[src/rtl/orb_frame_reader.sv]
// orb_frame_reader
// Reads the orbital RAM bank that the packer has just finished. The read
// starts when the bank-select flag SW toggles. Each 12-bit word goes out
// MSB-first on sOut, one bit per bitEn strobe.
//
// Optional feature: define ORB_SYNC_MARKER_EN to send SYNC_WORD ahead of
// every frame. Without it, the frame starts directly with word 0.
//
// Ports
//   clk        system clock
//   rst        asynchronous reset, active-low
//   SW         bank-select flag from the packer (asynchronous)
//   bitEn      one-cycle strobe per output bit period
//   rdData     RAM read data, valid the cycle after rdEn
//   rdEn       one-cycle RAM read strobe
//   rdAddr     {bank, index[10:0]}
//   sOut       serial data, MSB-first
//   sValid     high while sOut carries frame bits
//   frameStart pulse with the first bit of a frame
//   frameDone  pulse when sValid falls
//   ovr        pulse when a toggle arrives while another is still pending
//
// state | meaning
// IDLE  | waiting for a bank toggle, line quiet
// FILL  | word 0 requested, shift register being loaded
// SHIFT | shifting words out, prefetching the next word into hold
// DRAIN | last bit on the line until the closing bitEn
module orb_frame_reader #(
  parameter int          FRAME_WORDS = 2048,
  parameter logic [11:0] SYNC_WORD   = 12'hFFF
) (
  input  logic        clk,
  input  logic        rst,
  input  logic        SW,
  input  logic        bitEn,
  input  logic [11:0] rdData,
  output logic        rdEn,
  output logic [11:0] rdAddr,
  output logic        sOut,
  output logic        sValid,
  output logic        frameStart,
  output logic        frameDone,
  output logic        ovr
);

  typedef enum logic [1:0] {IDLE, FILL, SHIFT, DRAIN} state_t;

  localparam logic [10:0] LAST_IDX = 11'(FRAME_WORDS - 1);

  state_t      state, state_next;
  logic        sw_meta, sw_sync, old_sw, toggle;
  logic        bank, pend_bank, pending;
  logic [10:0] idx;
  logic [11:0] sh, hold;
  logic        hold_ok, pf, first_bit, rd_en_d;
  logic [3:0]  bit_cnt;

  logic shift_act, word_end, load_hold, drain_fin, start_frame, fill_load, new_bank;

  assign toggle = sw_sync ^ old_sw;

`ifndef ORB_SYNC_MARKER_EN
  // Keeps the marker parameter on the interface even though the
  // marker-less build has no use for it.
  logic unused_sync;
  assign unused_sync = ^SYNC_WORD;
`endif

  always_ff @(posedge clk or negedge rst) begin
    if (!rst) state <= IDLE;
    else      state <= state_next;
  end

  always_comb begin
    state_next  = state;
    shift_act   = 1'b0;
    load_hold   = 1'b0;
    drain_fin   = 1'b0;
    start_frame = 1'b0;
    fill_load   = 1'b0;
    word_end    = (bit_cnt == 4'd11);
    // A toggle seen this very cycle is newer than anything already latched.
    new_bank    = toggle ? old_sw : pend_bank;
    case (state)
      IDLE: begin
        if (toggle) begin
          start_frame = 1'b1;
          state_next  = FILL;
        end
      end
      FILL: begin
`ifdef ORB_SYNC_MARKER_EN
        // The marker is already in sh, so it may shift right away.
        shift_act  = bitEn;
        state_next = SHIFT;
`else
        if (rd_en_d) begin
          fill_load  = 1'b1;
          state_next = SHIFT;
        end
`endif
      end
      SHIFT: begin
        shift_act = bitEn;
        if (bitEn && word_end) begin
          if (hold_ok) load_hold  = 1'b1;
          else         state_next = DRAIN;
        end
      end
      DRAIN: begin
        if (bitEn) begin
          drain_fin = 1'b1;
          // A toggle in the closing cycle counts as pending too.
          if (pending || toggle) begin
            start_frame = 1'b1;
            state_next  = FILL;
          end else begin
            state_next = IDLE;
          end
        end
      end
      default: state_next = IDLE;
    endcase
  end

  always_ff @(posedge clk or negedge rst) begin
    if (!rst) begin
      sw_meta    <= 1'b0;
      sw_sync    <= 1'b0;
      old_sw     <= 1'b0;
      bank       <= 1'b0;
      pend_bank  <= 1'b0;
      pending    <= 1'b0;
      idx        <= '0;
      sh         <= '0;
      hold       <= '0;
      hold_ok    <= 1'b0;
      pf         <= 1'b0;
      first_bit  <= 1'b0;
      rd_en_d    <= 1'b0;
      bit_cnt    <= '0;
      rdEn       <= 1'b0;
      rdAddr     <= '0;
      sOut       <= 1'b0;
      sValid     <= 1'b0;
      frameStart <= 1'b0;
      frameDone  <= 1'b0;
      ovr        <= 1'b0;
    end else begin
      sw_meta    <= SW;
      sw_sync    <= sw_meta;
      old_sw     <= sw_sync;
      rdEn       <= 1'b0;
      frameStart <= 1'b0;
      frameDone  <= 1'b0;
      pf         <= 1'b0;
      rd_en_d    <= rdEn;
      ovr        <= toggle && pending && (state != IDLE);

      if (start_frame) begin
        pending <= 1'b0;
      end else if (toggle && state != IDLE) begin
        pending   <= 1'b1;
        pend_bank <= old_sw;
      end

      // Read data lands in hold, except the first word of a marker-less
      // frame, which goes straight into the shift register.
      if (rd_en_d) begin
        if (fill_load) begin
          sh <= rdData;
          pf <= 1'b1;
        end else begin
          hold    <= rdData;
          hold_ok <= 1'b1;
        end
      end

      if (shift_act) begin
        sOut       <= sh[11];
        sValid     <= 1'b1;
        frameStart <= first_bit;
        first_bit  <= 1'b0;
        bit_cnt    <= word_end ? 4'd0 : bit_cnt + 4'd1;
        if (load_hold) begin
          sh      <= hold;
          hold_ok <= 1'b0;
          pf      <= 1'b1;
        end else begin
          sh <= {sh[10:0], 1'b0};
        end
      end

      // Fetch the following word one cycle after a word enters sh. The read
      // stops at the last index, which also caps the frame length.
      if (pf && idx != LAST_IDX) begin
        idx    <= idx + 11'd1;
        rdEn   <= 1'b1;
        rdAddr <= {bank, idx + 11'd1};
      end

      if (drain_fin) begin
        sOut      <= 1'b0;
        sValid    <= 1'b0;
        frameDone <= 1'b1;
      end

      if (start_frame) begin
        bank      <= new_bank;
        idx       <= '0;
        rdEn      <= 1'b1;
        rdAddr    <= {new_bank, 11'd0};
        hold_ok   <= 1'b0;
        bit_cnt   <= '0;
        first_bit <= 1'b1;
`ifdef ORB_SYNC_MARKER_EN
        sh        <= SYNC_WORD;
`endif
      end
    end
  end

endmodule

[config.mk]
export PLATFORM = sky130hd
export DESIGN_NAME = orb_frame_reader
export DESIGN_NICKNAME = d
export VERILOG_FILES = /design/src/rtl/orb_frame_reader.sv
export SDC_FILE = /design/constraint.sdc
export NUM_CORES = 1
export LEC_CHECK = 0
export CORE_ASPECT_RATIO = 1.1
export CORE_MARGIN = 5
export CORE_UTILIZATION = 45
export DETAILED_ROUTE_END_ITERATION = 8
export GPL_TIMING_DRIVEN = 1
export PLACE_DENSITY = 0.75
export RECOVER_POWER = 50
export SYNTH_ARGS = -nofsm -noshare
export SYNTH_HDL_FRONTEND = slang
export SYNTH_SLANG_ARGS = --single-unit
[constraint.sdc]
create_clock -name clk -period 1.96 [get_ports clk]
set_input_delay 0.588 -clock clk [delete_from_list [all_inputs] [get_ports clk]]
set_output_delay 0.588 -clock clk [all_outputs]
set_load 0.005 [all_outputs]
==> reports/summary.txt <==
GRT met1 Usage -> 0.190
P_sw -> 1.71 mW
ys flop type -> dfrtp_1
GRT met2 Usage -> 0.264
fin worst setup slack -> 0.0590 ns
switching portion of total power -> 0.348
sequential element share of the synthesized area -> 0.519
kind of critical path -> reg2out
Post-CTS Hold Fix Bufs -> 0
largest net degree at the start of global routing -> 34
GRT busiest layer -> met2
minimum clock period -> 1.90 ns
Cells after Synth -> 263
Seq cells post-synth -> 58
CTS Sinks -> 58
Clock Tree Root -> clkbuf_8
synth unique cells -> 45
synth warn -> 0
synthesized area per cell -> 10.6 µm²
CTS Buf Count -> 9
first-pass GRT wire length -> 9970 µm
grt total ovfl -> 0
Comb power frac -> 0.386
Required @ worst endpoint -> 1.37 ns
M3 GR Usage -> 0.0409
status -> complete, no violations
die height -> 92.7 µm
Highest Clock Rate -> 0.526 GHz
leak pwr -> 1.65 nW
clk_lat worst skew -> 0.33 ns
deepest clock path buffer count -> 2
vias per cell -> 5.38
first drt pass iteration count -> 4
GRT Resource Usage Total -> 0.158
share of cells above drive strength 1 -> 0.191
Int Pwr -> 3.21 mW
most frequent cells in the layout -> dfrtp_1, clkdlybuf4s50_1, a21oi_1
CP Launch Type -> flip-flop
Final Cycle Share -> 0.970
fin util -> 0.582
Crit. End Element -> output pin
slew margin rel. -> 0.315
vias -> 2172
clock group share of total power -> 0.191
# IOs -> 34
actual slew at the worst max-slew pin -> 1.03 ns
Post-Route Skew -> 0.00935 ns
DR iter-0 viols -> 94
EDFF count, synth -> 0
Layout fillers -> 536
cell area after synthesis -> 2800 µm²
DIE WIDTH -> 85.2 µm
Crit Path Max Fanout -> 4
TritonCTS clock tree -> done
hpwl dp -> 4190 µm
syn nets -> 286
Post-layout nets -> 342
pwr dens -> 1380 nW/µm²
DRC -> 0
Post-synth ARST share -> 1.00
worst hold margin -> 0.349 ns
Placed Cells -> 388
Area growth, synth to finish -> 27.2%
H-tree depth -> 3
Post-Layout Cell Count -> 404
setup TNS -> 0 ns
antenna fix cells -> 0
# rows -> 30
maxcap violations -> 0
ANT nets after route -> 0
die area -> 7900 µm²
Worst Path Arrival -> 1.31 ns
Worst-path clk slew -> 0.06 ns
Peak VDD IR -> 666 µV
fin. max-slew vios -> 0
# setup viols final -> 0
Core Region -> 6120 µm²
final hold violations -> 0
HP Class -> reg2reg
port buffer count -> 33
number of global-route vias before repair -> 2154
pre-CTS setup slack -> -0.209 ns
Wirelength per Cell -> 14.5 µm
Flop pwr share -> 0.423
unrepaired setup endpoints after global routing -> yes
WL final -> 5840 µm
commonest non-fill, non-tap cell in the layout -> dfrtp_1
initial antenna violation count -> 0
GP Congestion -> 0.791
starting density of the core -> 0.457
## area by class of cell
type	count	area (µm²)	share of cell area
sequential	58	1450	0.409
multi-input combinational	186	1310	0.367
clock buffer	13	149	0.0418
timing repair buffer	56	505	0.142
clock inverter	3	15.0	0.00422
tap	80	100	0.0281
inverter	8	30.0	0.00844
## synthesized netlist by cell type, types with 2 or more instances
cell / instances / area share
xor2_1: 3 / 0.0094
inv_1: 8 / 0.011
o31ai_1: 3 / 0.0080
mux2_2: 12 / 0.048
o211ai_1: 4 / 0.011
nand3_1: 4 / 0.0072
mux2i_1: 13 / 0.047
and3_1: 13 / 0.029
o21ai_0: 10 / 0.018
buf_4: 2 / 0.0054
buf_2: 2 / 0.0036
a211oi_1: 11 / 0.030
xnor2_1: 2 / 0.0063
a21oi_1: 27 / 0.048
nor2b_1: 2 / 0.0045
nand2_1: 19 / 0.025
and3b_1: 2 / 0.0063
and2_1: 3 / 0.0067
nor2_1: 21 / 0.028
or3_1: 3 / 0.0067
o21a_1: 2 / 0.0054
clkbuf_1: 6 / 0.0080
nand4_1: 2 / 0.0045
or3_2: 2 / 0.0054
nor3_1: 4 / 0.0072
ha_1: 7 / 0.031
dfrtp_1: 58 / 0.52
## cells by family after synthesis
group | share of synthesized area
and+or+nand+nor | 0.160
AOI/OAI and AO/OA | 0.151
DFF | 0.519
muxes | 0.0948
buffers and inverters | 0.0291
adders and majority gates | 0.0313
xor gates and xnor gates | 0.0157
## path summary, 6_finish.rpt
kind,from,slack [ns],cells past startpoint,endpoint
min in group asynchronous,rst,0.41,1,rdAddr[6]$_DFFE_PN0P_
max in group asynchronous,rst,0.58,2,sw_meta$_DFF_PN0_
hold / removal,sw_meta$_DFF_PN0_,0.35,0,sw_sync$_DFF_PN0_
setup / recovery,rdAddr[0]$_DFFE_PN0P_,0.06,2,rdAddr[0]
hold reg to reg,sw_meta$_DFF_PN0_,0.35,0,sw_sync$_DFF_PN0_
setup reg to reg,state[0]$_DFFE_PN0P_,0.13,8,sh[4]$_DFFE_PN0P_
## worst max-delay path: stages (launching register included)
cell and delay [ns]:
dfrtp_1 0.36, buf_4 0.13, clkdlybuf4s50_1 0.49
## what timing repair did
action / in CTS / in global routing
hold endpoints to repair: 0 / 0
gates resized for setup: 2 / 6
buffers inserted: 0 / 0
setup endpoints to repair: 2 / 7
## layer usage
| metal | part of all wire | vias to the layer above | routed length (µm) |
|---|---|---|---|
| met5 | 0 | - | 0 |
| met4 | 0.020 | 0 | 114 |
| met3 | 0.044 | 11 | 255 |
| met2 | 0.50 | 41 | 2920 |
| met1 | 0.44 | 1066 | 2550 |
| li1 | - | 1054 | - |
## power by group through the flow
| stage | sequential [mW] | combinational (mW) | clock [mW] |
|---|---|---|---|
| 2_1_floorplan | 1.99 | 1.15 | 0 |
| 3_3_place_gp | 2.08 | 1.77 | 0 |
| 3_5_place_dp | 2.09 | 1.84 | 0 |
| 4_1_cts | 2.08 | 1.85 | 0.965 |
| 5_1_grt | 2.16 | 2.12 | 1.02 |
| 6_report | 2.09 | 1.90 | 0.940 |
## per-stage QoR
step / area, µm² / power [mW]
after global placement: 3360 / 3.84
after detailed placement: 3360 / 3.93
after CTS: 3530 / 4.90
after global routing: 3560 / 5.30
after floorplan: 2800 / 3.14
final: 3560 / 4.93
## registers in the layout, summed over array words and instances, names as in the netlist, 2 cells and up
| register | count |
|---|---|
| rdAddr | 12 |
| state | 2 |
| hold | 12 |
| sh | 12 |
| bit_cnt | 4 |
(Power assumes the default switching activity.)
